===== config.mk =====
export PLATFORM = sky130hd
export DESIGN_NAME = mmio_hub
export DESIGN_NICKNAME = d
export VERILOG_FILES = /design/src/rtl/mmio_hub.sv
export SDC_FILE = /design/constraint.sdc
export NUM_CORES = 1
export LEC_CHECK = 0
export ABC_AREA = 0
export CORE_MARGIN = 2
export CORE_UTILIZATION = 55
export CTS_CLUSTER_SIZE = 28
export DETAILED_ROUTE_END_ITERATION = 16
export PLACE_DENSITY = 0.79
export SYNTH_ARGS = -nofsm -noshare
export SYNTH_HDL_FRONTEND = slang
export SYNTH_SLANG_ARGS = --single-unit
export TNS_END_PERCENT = 1

===== constraint.sdc =====
create_clock -name clk -period 6 [get_ports clk]
set_input_delay 0.6 -clock clk [delete_from_list [all_inputs] [get_ports clk]]
set_output_delay 0.6 -clock clk [all_outputs]
set_load 0.005 [all_outputs]

===== src/rtl/mmio_hub.sv =====
// mmio_hub: MMIO decoder between the datapath data port and dmem.
// Stores to console DATA registers are queued in per-channel FIFOs that a
// sink drains with valid/ready. A sticky test-status register records the
// first pass/fail result. Every other access passes through to dmem.
module mmio_hub #(
    parameter int              XLEN           = 32,
    parameter int              NCHAN          = 2,
    parameter int              FIFO_DEPTH     = 8,
    parameter logic [XLEN-1:0] CONSOLE_BASE   = XLEN'(32'h1000_0000),
    parameter logic [XLEN-1:0] CHAN_STRIDE    = XLEN'(32'h10),
    parameter logic [XLEN-1:0] TEST_STAT_ADDR = XLEN'(32'h2000_0000),
    parameter logic [XLEN-1:0] PASS_MAGIC     = XLEN'(123456789)
) (
    input  logic                    clk,
    input  logic                    reset,
    input  logic [XLEN-1:0]         cpu_addr,
    input  logic [XLEN-1:0]         cpu_wdata,
    input  logic                    cpu_we,
    output logic [XLEN-1:0]         cpu_rdata,
    input  logic [XLEN-1:0]         mem_rdata,
    output logic [XLEN-1:0]         mem_wdata,
    output logic                    mem_we,
    output logic [NCHAN-1:0]        console_valid,
    output logic [NCHAN*XLEN-1:0]   console_data,
    input  logic [NCHAN-1:0]        console_ready,
    output logic [NCHAN-1:0]        overflow,
    output logic                    test_passed,
    output logic                    test_failed,
    output logic [XLEN-1:0]         test_code
);

    // Pointer width and occupancy width (occupancy must reach FIFO_DEPTH).
    localparam int PW = (FIFO_DEPTH > 1) ? $clog2(FIFO_DEPTH) : 1;
    localparam int CW = PW + 1;

    logic [NCHAN-1:0] data_hit;
    logic [NCHAN-1:0] stat_hit;
    logic [XLEN-1:0]  stat_word [NCHAN];
    logic             test_hit;
    logic             mmio_hit;
    logic [XLEN-1:0]  mmio_rdata;

    logic             test_passed_q, test_passed_d;
    logic             test_failed_q, test_failed_d;
    logic [XLEN-1:0]  test_code_q, test_code_d;

    genvar gi;
    generate
        for (gi = 0; gi < NCHAN; gi++) begin : g_chan
            localparam logic [XLEN-1:0] DATA_ADDR = CONSOLE_BASE + CHAN_STRIDE * XLEN'(gi);
            localparam logic [XLEN-1:0] STAT_ADDR = DATA_ADDR + XLEN'(4);

            logic [XLEN-1:0] mem_q [FIFO_DEPTH];
            logic [PW-1:0]   wr_ptr_q, wr_ptr_d;
            logic [PW-1:0]   rd_ptr_q, rd_ptr_d;
            logic [CW-1:0]   count_q, count_d;
            logic            ovf_q, ovf_d;
            logic            full;
            logic            valid;
            logic            push_req;
            logic            push;
            logic            pop;

            assign data_hit[gi] = (cpu_addr == DATA_ADDR);
            assign stat_hit[gi] = (cpu_addr == STAT_ADDR);

            assign full     = (count_q == CW'(FIFO_DEPTH));
            assign valid    = (count_q != '0);
            assign pop      = valid & console_ready[gi];
            assign push_req = cpu_we & data_hit[gi];
            // A full FIFO still accepts a store when the head leaves in the same cycle.
            assign push     = push_req & (~full | pop);

            // Next-state for pointers, occupancy and the sticky drop flag.
            always_comb begin
                wr_ptr_d = wr_ptr_q;
                rd_ptr_d = rd_ptr_q;
                count_d  = count_q + CW'(push) - CW'(pop);
                ovf_d    = ovf_q | (push_req & ~push);
                if (push) begin
                    wr_ptr_d = wr_ptr_q + PW'(1);
                end
                if (pop) begin
                    rd_ptr_d = rd_ptr_q + PW'(1);
                end
            end

            // Storage write; contents need no reset since the output is gated by valid.
            always_ff @(posedge clk) begin
                if (!reset && push) begin
                    mem_q[wr_ptr_q] <= cpu_wdata;
                end
            end

            // Channel control registers.
            always_ff @(posedge clk) begin
                if (reset) begin
                    wr_ptr_q <= '0;
                    rd_ptr_q <= '0;
                    count_q  <= '0;
                    ovf_q    <= 1'b0;
                end else begin
                    wr_ptr_q <= wr_ptr_d;
                    rd_ptr_q <= rd_ptr_d;
                    count_q  <= count_d;
                    ovf_q    <= ovf_d;
                end
            end

            assign console_valid[gi]                = valid;
            assign console_data[gi*XLEN +: XLEN]    = valid ? mem_q[rd_ptr_q] : '0;
            assign overflow[gi]                     = ovf_q;
            assign stat_word[gi]                    = XLEN'({ovf_q, full, count_q});
        end
    endgenerate

    assign test_hit = (cpu_addr == TEST_STAT_ADDR);
    assign mmio_hit = (|data_hit) | (|stat_hit) | test_hit;

    // Read mux for MMIO registers; DATA registers read as zero.
    always_comb begin
        mmio_rdata = '0;
        for (int i = 0; i < NCHAN; i++) begin
            if (stat_hit[i]) begin
                mmio_rdata = stat_word[i];
            end
        end
        if (test_hit) begin
            mmio_rdata = XLEN'({test_failed_q, test_passed_q});
        end
    end

    // Dmem pass-through, suppressed on any MMIO hit.
    always_comb begin
        mem_we    = cpu_we & ~mmio_hit;
        mem_wdata = mmio_hit ? '0 : cpu_wdata;
        cpu_rdata = mmio_hit ? mmio_rdata : mem_rdata;
    end

    // Test status next-state: only the first TEST store is recorded.
    always_comb begin
        test_passed_d = test_passed_q;
        test_failed_d = test_failed_q;
        test_code_d   = test_code_q;
        if (cpu_we && test_hit && !test_passed_q && !test_failed_q) begin
            if (cpu_wdata == PASS_MAGIC) begin
                test_passed_d = 1'b1;
            end else begin
                test_failed_d = 1'b1;
                test_code_d   = cpu_wdata;
            end
        end
    end

    // Test status registers.
    always_ff @(posedge clk) begin
        if (reset) begin
            test_passed_q <= 1'b0;
            test_failed_q <= 1'b0;
            test_code_q   <= '0;
        end else begin
            test_passed_q <= test_passed_d;
            test_failed_q <= test_failed_d;
            test_code_q   <= test_code_d;
        end
    end

    assign test_passed = test_passed_q;
    assign test_failed = test_failed_q;
    assign test_code   = test_code_q;

endmodule


# After elaboration in Yosys (flattened, before gate mapping)
# Memories as Yosys holds them, arrays and structs flattened. A register that Yosys moved wholly into a read port is not among the register bits.
# Cells that the tools add are included.
# word_totals
word_cells,79
input_bits,101
n_memories,2
reg_bits,56
out_inout_bits,167
mem_bits_rw,512
# mem_list
name,words,width,rd,rd_clocked_by_memory_dff,wr,line,text
g_chan[0].mem_q,8,32,1,1,1,53,logic [XLEN-1:0] mem_q [FIFO_DEPTH];
g_chan[1].mem_q,8,32,1,1,1,53,
# op_classes
muxes,15
n_reduce_logical,14
addsub,8
eq_ne,8
bitwise,21
# ops
operator,n
two-way mux 32 bit,6
"equality test 32 x 29 -> 1 bit, second input constant",4
"equality test 32 x 27 -> 1 bit, second input constant",1
"equality test 32 x 30 -> 1 bit, second input constant",1
"adder 3 x 1 -> 3 bit, second input constant",4
two-way mux 3 bit,4
bitwise AND 1 bit,9
adder 4 x 1 -> 4 bit,2
"equality test 4 bit, second input constant",2
nonzero test 4 bit,2
subtractor 4 x 1 -> 4 bit,2
two-way mux 6 bit,1
inverter 1 bit,6
OR 1 bit,6
logical AND 1 bit,5
two-way mux 1 bit,4
AND reduction 2 bit,2
OR reduction 2 bit,2
logical NOT 1 bit,3

# Logic depth before layout (Yosys ltp)
# Gate-level depths: netlist (run 1).
# logic_depth
depth_word,7
mapped_depth,13
mapped_depth_nobuf,13

# Least setup slack after synthesis (run 1)
# No wires, ideal clock.
# synth_timing
path_kind,in2reg
startpoint,input port cpu_addr[16]
endpoint,memory g_chan[0].mem_q[1][0] (enable)
arrival_ps,4062
path_buffers,0
slack_ps,1477
cell_stages,5
cell_sequence,nor4_1 -> nand4_1 -> nor4_1 -> nand3_1 -> nor3_1
# synth_between
elab_chain_len,6
# synth_rtl
item,line,text
"start, declared",16,"input logic [XLEN-1:0] cpu_addr,"
equality test 32 x 29 -> 1 bit,64,assign data_hit[gi] = (cpu_addr == DATA_ADDR);
bitwise AND 1 bit,70,assign push_req = cpu_we & data_hit[gi];
bitwise AND 1 bit,72,assign push = push_req & (~full | pop);
logical AND 1 bit,90,if (!reset && push) begin
two-way mux 1 bit,90,
two-way mux 1 bit (not written as such),91,mem_q[wr_ptr_q] <= cpu_wdata;
"end, declared",53,
# Every way passes these cells.

# Final worst setup path (run 1)
# layout_timing
startpoint,input port cpu_addr[4]
endpoint,output port cpu_rdata[24]
# layout_between
elab_chain_len,5
elab_cells_between_ends,11
cone_classes,eq/ne: 5; mux: 2; bitwise: 2; reduce/logical: 2
# layout_rtl
item,line,text
equality test 32 x 29 -> 1 bit (on tied branches),"64, 65",
OR reduction 2 bit,118,assign mmio_hit = (|data_hit) | (|stat_hit) | test_hit;
OR 1 bit (2 in a row),118,
two-way mux 32 bit *,137,cpu_rdata = mmio_hit ? mmio_rdata : mem_rdata;
"end, declared",19,"output logic [XLEN-1:0] cpu_rdata,"
# Mark *: on every way between the ends. The rest lies on a longest branch, timed or not.

==> run summary, run 1 <==
H-tree Lvls -> 2
Vias in the first global route -> 13000
EDFF count, synth -> 512
Hold Path Class -> reg2reg
Non-filler cells, final -> 2094
Unrepaired setup endpoints after global routing -> false
Combinational power share -> 23.6%
Mapped Cells -> 1208
Rel. slew slack -> 17.3%
Vert. Die Dim -> 207 um
Final-report hold violation count -> 0
Hold Slack -> 0.497 ns
Sequential standard cell area -> 16600 um^2
Clock Sink Count -> 574
Post-DP HPWL -> 31900 um
Crit Path Class -> in2out
Skew final -> 0.0346 ns
Critical Path Fanout Max -> 24
Top cells by area, synth -> edfxtp_1, mux4_2, dfxtp_1, mux2i_1, nor2_1
Post-synth cell types -> 45
# IOs -> 268
Leak Pwr -> 9.17 nW
Drt pass-1 iters -> 7
Fmax -> 0.241 GHz
Seq/Total Area, Yosys -> 73.0%
CP Cell Sequence -> clkdlybuf4s50_1 > nor4b_1 > nor2_1 > nor2_4 > buf_4 > nor2b_1 > clkdlybuf4s50_1
Number of fill cells -> 2532
CP startpoint kind -> primary input
Nets -> 1636
Sequential share of power -> 44.5%
Yosys Warn Count -> 0
First-pass GRT wire length -> 80900 um
PwrDens -> 371 nW/um^2
TritonCTS buffer count -> 55
Status -> complete, no violations
Clock latency on the worst-skew pair -> 0.61 ns
GRT Util Overall -> 25.3%
CP max stage delay -> 0.79 ns
Combined area of the multi-input logic cells -> 5890 um^2
Setup TNS -> 0 ns
Vias/cell -> 5.99
Hold buffer count at cts -> 0
Final setup viols -> 0
DRC -> 0
CTS tree -> done
Share of layout cells above drive strength 1 -> 18.5%
Fin util -> 68.7%
CTS resizes -> 0
Per-cell routed wire length -> 25.8 um
Sw Share -> 26.2%
GP Congestion -> 0.800
Int Power -> 7.68 mW
Vias -> 12500
CP Data Arrival Time -> 3.56 ns
Worst-path clk slew -> 0.06 ns
# diodes -> 0
Die area -> 43000 um^2
Main synth FF type -> edfxtp_1
List of most frequent post-synthesis cells -> edfxtp_1, nor2_1, mux4_2
Core box area -> 40800 um^2
Final period util -> 69.3%
Crit end category -> output pin
Post-route ant nets -> 0
Area growth from synthesis to final layout -> 23.2%
Final wirelength -> 54100 um
Die width -> 207 um
Synthesized area per cell -> 18.8 um^2
Placed cells -> 1992
Largest net degree at the start of global routing -> 65
IO Port Bufs -> 267
Post-synth top area share -> 67.5%
Starting Density -> 55.7%
Sw power -> 2.73 mW
Data required, critical path -> 5.40 ns
Initial antenna violation count -> 0
MaxCap Viol Count -> 0
Initial detailed-routing violation count -> 1216
Pins over their slew limit -> 0
Congestion Overflow GR -> 0
VDD IR-drop max -> 0.272 mV
Clock root cell -> clkbuf_16
Worst slew pin tran -> 1.24 ns
Post-CTS Setup Repair Bufs -> 0
Syn nets -> 1327
Max stage delay cell, worst path -> nor4b_1
Most common cell in the netlist -> edfxtp_1
Post-synth ARST share -> 0%
Cell area after synthesis -> 22800 um^2
Final critical-path required period -> 4.16 ns
Synth area leader -> edfxtp_1
Crit path top cell by count -> clkdlybuf4s50_1
Clk buf depth -> 3
Yosys reg bits -> 574
Clock power share -> 32.0%
Row Count -> 74
## registers in the layout, indices dropped and copies added (netlist names), named ones only
name	flops
g_chan.count_q	8
g_chan.mem_q	512
g_chan.ovf_q	2
g_chan.rd_ptr_q	6
g_chan.wr_ptr_q	6
test_code	32
test_failed	1
test_passed	1
## worst paths after layout
path / startpoint / to / slack (ns) / cells past startpoint
max: cpu_addr[4] / cpu_rdata[24] / 1.84 / 7
max reg2reg: g_chan[0].count_q[2] / g_chan[0].mem_q[7][29] / 3.01 / 7
min reg2reg: test_code[14] / test_code[14] / 0.50 / 2
min: test_code[14] / test_code[14] / 0.50 / 2
## logic make-up (layout without fill, tap and decap cells)
family	Yosys count	count (layout)	share of synthesized area [%]
xor gates and xnor gates	12	12	0.462
DFF	574	574	73.0
buffers and inverters	86	440	1.70
and+or+nand+nor	265	265	5.85
muxes	232	232	17.2
adders and majority gates	18	18	1.06
AOI/OAI and AO/OA	21	21	0.682
## layout by cell type (no fill, tap or decap), drive strengths merged, types with 4 or more instances in the layout
master	Yosys	layout
mux2i	103	103
mux4	128	128
inv	22	23
nand4	4	4
clkbuf	36	73
nor2b	68	68
nor2	139	139
a21oi	4	4
buf	28	50
nand2b	4	4
nor3	7	7
edfxtp	512	512
xnor2	9	9
nand2	8	8
dfxtp	62	62
clkdlybuf4s50	0	266
ha	16	16
nor4	11	11
o22ai	6	6
clkinv	0	23
## layer usage
| layer | vias up | GRT usage (%) | wire (um) |
|---|---|---|---|
| met5 | - | 0 | 0 |
| met4 | 0 | 6.92 | 1060 |
| met3 | 79 | 4.87 | 4610 |
| met2 | 665 | 43.3 | 27700 |
| met1 | 6438 | 33.4 | 20700 |
| li1 | 5366 | - | - |
## metrics by stage
stage / setup WS (ns) / cell area [um^2] / power (mW)
5_1_grt: 1.64 / 28000 / 10.8
3_5_place_dp: 1.61 / 26300 / 7.17
4_1_cts: 1.79 / 28000 / 10.5
2_1_floorplan: 1.48 / 22800 / 5.99
6_report: 1.84 / 28000 / 10.4
3_3_place_gp: 1.75 / 26300 / 7.14
## power by group through the flow
stage	sequential (mW)	combinational, mW	clock (mW)
after floorplan	4.50	1.49	0
after CTS	4.64	2.49	3.37
after detailed placement	4.72	2.45	0
after global routing	4.66	2.64	3.52
final	4.63	2.46	3.33
after global placement	4.72	2.42	0
## final cells by class
| type | instances | area share [%] |
|---|---|---|
| sequential | 574 | 59.3 |
| clock inverter | 29 | 0.853 |
| inverter | 22 | 0.295 |
| multi-input combinational | 548 | 21.0 |
| timing repair buffer | 316 | 10.8 |
| clock buffer | 73 | 5.33 |
| tap | 532 | 2.37 |
## worst max-delay path: cells and delay by family
family        cells  cell delay (ns)
simple gates      4             1.37
buf+inv           3             1.58
No activity file was read; power rests on OpenSTA's default activity.
==> run 2, diff against run 1 <==
Clock period 6 ns to 4.3 ns, I/O delays scaled along.
==> run 2 against run 1 <==
  * Power increased by 42%
  * Critical endpoint is now console_data[48]
  * Flip-flop and latch count is the same
  * Via count up 1.4%
  * Clock-buffer cell count down 3
  * Cell count rose by 1.1%
  * Combinational power rose by 43%
  * Worst setup slack lost 1.3 ns
  * Global-route usage increased by 1.2 points
==> run summary, run 2 (synthesis results as in run 1) <==
Hold path start -> test_code[0]
Largest net degree at the start of global routing -> 59 (-9.2%)
Row Count -> 74 (unchanged)
VDD IR-drop max -> 0.353 mV (+30%)
Worst reg2reg endpoint -> g_chan[1].count_q[2]
Vias -> 12700 (+1.4%)
Initial antenna violation count -> 1 (+1)
Flop2flop setup slack -> 1.49 ns (-1.52 ns)
Most common cell after layout, fill and taps aside -> edfxtp_1
Post-route ant nets -> 0 (unchanged)
Placed Area -> 26700 um^2 (+1.4%)
Final Power -> 14.8 mW (+42%)
Max stage delay cell, worst path -> dfxtp_2
MaxCap Viol Count -> 0 (unchanged)
Initial detailed-routing violation count -> 1228 (+0.99%)
Core box area -> 40800 um^2 (unchanged)
Hold Slack -> 0.499 ns (+0.00164 ns)
Clock latency on the worst-skew pair -> 0.57 ns (-0.04 ns)
PwrDens -> 518 nW/um^2 (+40%)
Crit Path Class -> reg2out
# IOs -> 268 (unchanged)
Die area -> 43000 um^2 (unchanged)
Skew final -> 0.0144 ns (-0.0201 ns)
Worst-path clk slew -> 0.07 ns (about the same)
R2R cell count -> 11 (+4)
CP Cell Sequence -> buf_4 > mux4_2 > mux2i_1 > nor2_1 > clkdlybuf4s50_1
Data required, critical path -> 3.87 ns (-1.53 ns)
Hold Path Class -> reg2reg
CP Data Arrival Time -> 3.32 ns (-0.24 ns)
H-tree Lvls -> 2 (unchanged)
Post-CTS Setup Repair Bufs -> 0 (unchanged)
CP max stage delay -> 1.00 ns (+0.21 ns)
Fin util -> 69.8% (+1.1 points)
# diodes -> 0 (unchanged)
Post-DP HPWL -> 34200 um (+7.2%)
First-pass GRT wire length -> 84400 um (+4.4%)
GRT Util Overall -> 26.5% (+1.2 points)
Crit end category -> output pin
Per-cell routed wire length -> 26.6 um (+3.2%)
Pins over their slew limit -> 0 (unchanged)
Drt pass-1 iters -> 5 (-2)
Area growth from synthesis to final layout -> 25.2%
Vert. Die Dim -> 207 um (unchanged)
Worst slew pin tran -> 1.30 ns (+0.0640 ns)
Die width -> 207 um (unchanged)
Status -> complete, no violations
CTS tree -> done
Top reg by flops -> g_chan.mem_q
Clk buf depth -> 3 (unchanged)
GP Congestion -> 0.789 (-1.4%)
Critical Path Fanout Max -> 34 (+42%)
Hold buffer count at cts -> 0 (unchanged)
Clock Sink Count -> 574 (unchanged)
Number of fill cells -> 2450 (-3.2%)
Rel. slew slack -> 13.2% (-4.1 points)
Share of layout cells above drive strength 1 -> 20.1% (+1.6 points)
Starting Density -> 55.7% (unchanged)
Post-route setup slack -> 0.554 ns (-1.29 ns)
Final setup viols -> 0 (unchanged)
Final critical-path required period -> 3.75 ns
Placed cells -> 2015 (+1.2%)
Nets -> 1658 (+1.3%)
CTS resizes -> 0 (unchanged)
Critical R2R Launch -> g_chan[1].count_q[2]
Hold Path Stages -> 2 (unchanged)
Vias in the first global route -> 13300 (+2.2%)
Clock root cell -> clkbuf_16
Dpl ws -> 0.557 ns (-1.06 ns)
Unrepaired setup endpoints after global routing -> false
Congestion Overflow GR -> 0 (unchanged)
Final instance area -> 28500 um^2 (+1.7%)
Hold Path Sink -> test_code[0]
Fmax -> 0.267 GHz
Number of flip-flops in the largest register -> 512 (unchanged)
Setup TNS -> 0 ns (unchanged)
CP startpoint kind -> flop
Final wirelength -> 56400 um (+4.3%)
Final-report hold violation count -> 0 (unchanged)
Commonest non-fill, non-tap cells in the layout -> edfxtp_1, clkdlybuf4s50_1, mux4_2, nor2_1, mux2i_1
Leak Pwr -> 9.38 nW (+2.3%)
Final period util -> 87.1%
TritonCTS buffer count -> 54 (-1.8%)
Vias/cell -> 6.01 (+0.26%)
IO Port Bufs -> 267 (unchanged)
Non-filler cells, final -> 2117 (+1.1%)
DRC -> 0 (unchanged)
## run 2: changes by cell type in the layout (fill, tap and decap cells not counted), sizes merged
| cell | change |
|---|---|
| buf | +23 |
| inv | +1 |
| bufinv | +2 |
| clkbuf | -3 |
## run 2: layout make-up
cell class,instances,area [um^2],area share [%]
sequential,574,16600,58.4
multi-input combinational,548,5890,20.7
timing repair buffer,339,3400,11.9
clock buffer,70,1550,5.42
tap,532,666,2.34
clock inverter,32,287,1.01
inverter,22,82.6,0.290
## run 2: metal layers
metal | global-route usage (%) | wire length (um) | up-vias
met2 | 45.1 | 28700 | 667
met1 | 35.3 | 21700 | 6549
met4 | 8.94 | 1750 | 0
met5 | 0 | 0 | -
li1 | - | - | 5404
met3 | 4.04 | 4240 | 99
## run 2: how the worst max path moves through the flow
| stage | start | slack (ns) | to | cells after the start |
|---|---|---|---|---|
| after CTS | flop | 0.56 | console_data[48] | 5 |
| after detailed placement | cpu_wdata[5] | 0.56 | test_code[25] | 7 |
| after global placement | cpu_addr[7] | 0.70 | g_chan[1].mem_q[0][15] | 8 |
| after floorplan | cpu_addr[16] | -0.05 | g_chan[1].mem_q[4][0] | 5 |
| after global routing | cpu_addr[2] | 0.43 | cpu_rdata[2] | 7 |
| final | flop | 0.55 | console_data[48] | 5 |
## run 2: worst max-delay path, delay by kind of cell (launching register included)
kind | cells | cell delay [ns]
DFF | 1 | 1.00
muxes | 2 | 0.76
and+or+nand+nor | 1 | 0.09
buffers and inverters | 2 | 0.85
## run 2: where the power goes
group	total (mW)	switching (mW)	leakage (nW)	internal, mW
Clock	4.86	2.02	0.909	2.83
Combinational	3.51	1.51	3.37	2.00
Sequential	6.40	0.264	5.11	6.13
==> run 3, diff against run 2 <==
Settings changed: SLEW_MARGIN set to 20.
==> run 3 against run 2 <==
  * Global-route usage increased by 0.87 points
  * Largest cell class unchanged
  * Power increased by 0.84%
  * Clock-buffer cell count increased by 8
  * Non-clock buffer count unchanged
  * Critical path depth unchanged
  * Cell count unchanged
  * Die area unchanged
  * Highest routed layer unchanged
  * First-iteration DRC count increased by 10%
  * Fmax about the same
==> run summary, run 3 (synthesis results as in run 1) <==
Area growth from synthesis to final layout -> 25.3% (about the same)
Pins over their slew limit -> 0 (unchanged)
Clock Sink Count -> 574 (unchanged)
MaxCap Viol Count -> 0 (unchanged)
VDD IR-drop max -> 0.330 mV (-6.6%)
Final critical-path required period -> 3.75 ns (-0.000616 ns)
Commonest non-fill, non-tap cells in the layout -> edfxtp_1, clkdlybuf4s50_1, mux4_2, nor2_1, mux2i_1
R2R cell count -> 11 (unchanged)
Critical R2R Launch -> g_chan[1].count_q[2]
Placed cells -> 2015 (unchanged)
CP startpoint kind -> flop
IO Port Bufs -> 267 (unchanged)
Per-cell routed wire length -> 27.7 um (+4.1%)
Non-filler cells, final -> 2117 (unchanged)
Clk buf depth -> 3 (unchanged)
CP Data Arrival Time -> 3.32 ns (about the same)
H-tree Lvls -> 2 (unchanged)
Worst-path clk slew -> 0.07 ns (about the same)
# IOs -> 268 (unchanged)
TritonCTS buffer count -> 54 (unchanged)
Die width -> 207 um (unchanged)
Most common cell after layout, fill and taps aside -> edfxtp_1
Critical Path Fanout Max -> 34 (unchanged)
CP endpoint -> console_data[48]
Max stage delay cell, worst path -> dfxtp_2
Congestion Overflow GR -> 0 (unchanged)
Skew final -> 0.0168 ns (+0.00230 ns)
Crit end category -> output pin
Setup TNS -> 0 ns (unchanged)
GRT Util Overall -> 27.4% (+0.87 points)
Die area -> 43000 um^2 (unchanged)
Rel. slew slack -> 30.0% (+17 points)
Row Count -> 74 (unchanged)
Worst slew pin tran -> 1.05 ns (-0.252 ns)
Flop2flop setup slack -> 1.47 ns (-0.02 ns)
CP max stage delay -> 1.02 ns (+0.02 ns)
Final period util -> 87.1% (about the same)
Unrepaired setup endpoints after global routing -> false
Initial antenna violation count -> 0 (-1)
Final Power -> 14.9 mW (+0.84%)
PwrDens -> 522 nW/um^2 (+0.74%)
Nets -> 1658 (unchanged)
Vert. Die Dim -> 207 um (unchanged)
Fmax -> 0.267 GHz (about the same)
CTS resizes -> 0 (unchanged)
Final setup viols -> 0 (unchanged)
Met3 Wirelength -> 4970 um (+17%)
Status -> complete, no violations
Drt pass-1 iters -> 5 (unchanged)
Share of layout cells above drive strength 1 -> 20.1% (unchanged)
Core box area -> 40800 um^2 (unchanged)
Data required, critical path -> 3.87 ns (about the same)
Vias in the first global route -> 13500 (+1.4%)
Leak Pwr -> 9.38 nW (about the same)
Worst reg2reg endpoint -> g_chan[1].count_q[2]
Number of fill cells -> 2468 (+0.73%)
Met2 Wirelength -> 30500 um (+6.1%)
CP Cell Sequence -> buf_4 > mux4_2 > mux2i_1 > nor2_1 > clkdlybuf4s50_1
Number of flip-flops in the largest register -> 512 (unchanged)
Post-CTS Setup Repair Bufs -> 0 (unchanged)
Fin util -> 69.9% (about the same)
Hold buffer count at cts -> 0 (unchanged)
Final-report hold violation count -> 0 (unchanged)
Final instance area -> 28500 um^2 (about the same)
First-pass GRT wire length -> 86700 um (+2.7%)
Vias/cell -> 6.05 (+0.72%)
Clock root cell -> clkbuf_16
Hold Path Class -> reg2reg
Placed Area -> 26700 um^2 (about the same)
DRC -> 0 (unchanged)
Initial detailed-routing violation count -> 1354 (+10%)
# diodes -> 0 (unchanged)
Largest net degree at the start of global routing -> 59 (unchanged)
Vias -> 12800 (+0.72%)
Clock latency on the worst-skew pair -> 0.58 ns (about the same)
CTS tree -> done
Post-route ant nets -> 0 (unchanged)
Final wirelength -> 58700 um (+4.1%)
Crit Path Class -> reg2out
Top reg by flops -> g_chan.mem_q
GP Congestion -> 0.789 (unchanged)
Met1 Wirelength -> 21300 um (-1.9%)
Starting Density -> 55.7% (unchanged)
Post-DP HPWL -> 34200 um (about the same)
Max Used Layer -> met4
run 3: how the worst min path moves through the flow:
stage / end / cells past startpoint / slack, ns / from
floorplan: g_chan[0].ovf_q / 2 / 0.46 / g_chan[0].ovf_q
global placement: test_code[1] / 2 / 0.48 / test_code[1]
detailed placement: test_code[0] / 2 / 0.49 / test_code[0]
CTS: test_code[0] / 2 / 0.50 / test_code[0]
global route: test_code[11] / 2 / 0.52 / test_code[11]
finish: test_code[0] / 2 / 0.50 / test_code[0]
run 3: area by class of cell:
class | instances | area (um^2) | share of cell area (%)
flip-flops and latches | 574 | 16600 | 58.3
multi-input cells | 548 | 5890 | 20.7
repair buffers | 339 | 3400 | 11.9
clock buffers | 78 | 1610 | 5.63
well taps | 532 | 666 | 2.33
clock inverters | 24 | 251 | 0.882
inverters | 22 | 82.6 | 0.290
run 3: metal layers:
metal | global-route usage [%] | vias up
li1 | - | 5414
met1 | 34.7 | 6510
met2 | 47.7 | 776
met3 | 4.81 | 110
met4 | 9.70 | 0
met5 | 0 | -
run 3: where the power goes:
group	internal (mW)	switching, mW	total, mW	leakage [nW]
combinational	2.00	1.55	3.56	3.37
sequential	6.13	0.270	6.40	5.11
clock	2.89	2.04	4.93	0.912
run 3: critical path, delay by kind of cell (launching register included):
kind                   cells  cell delay (ns)
flip-flops                 1             1.02
multiplexers               2             0.74
buffers and inverters      2             0.85
AND/OR/NAND/NOR            1             0.08
run 3: stage by stage:
step	setup WS, ns	hold slack [ns]
floorplan	-0.0523	0.459
global placement	0.701	0.475
detailed placement	0.576	0.489
CTS	0.526	0.502
global route	0.465	0.524
finish	0.555	0.498
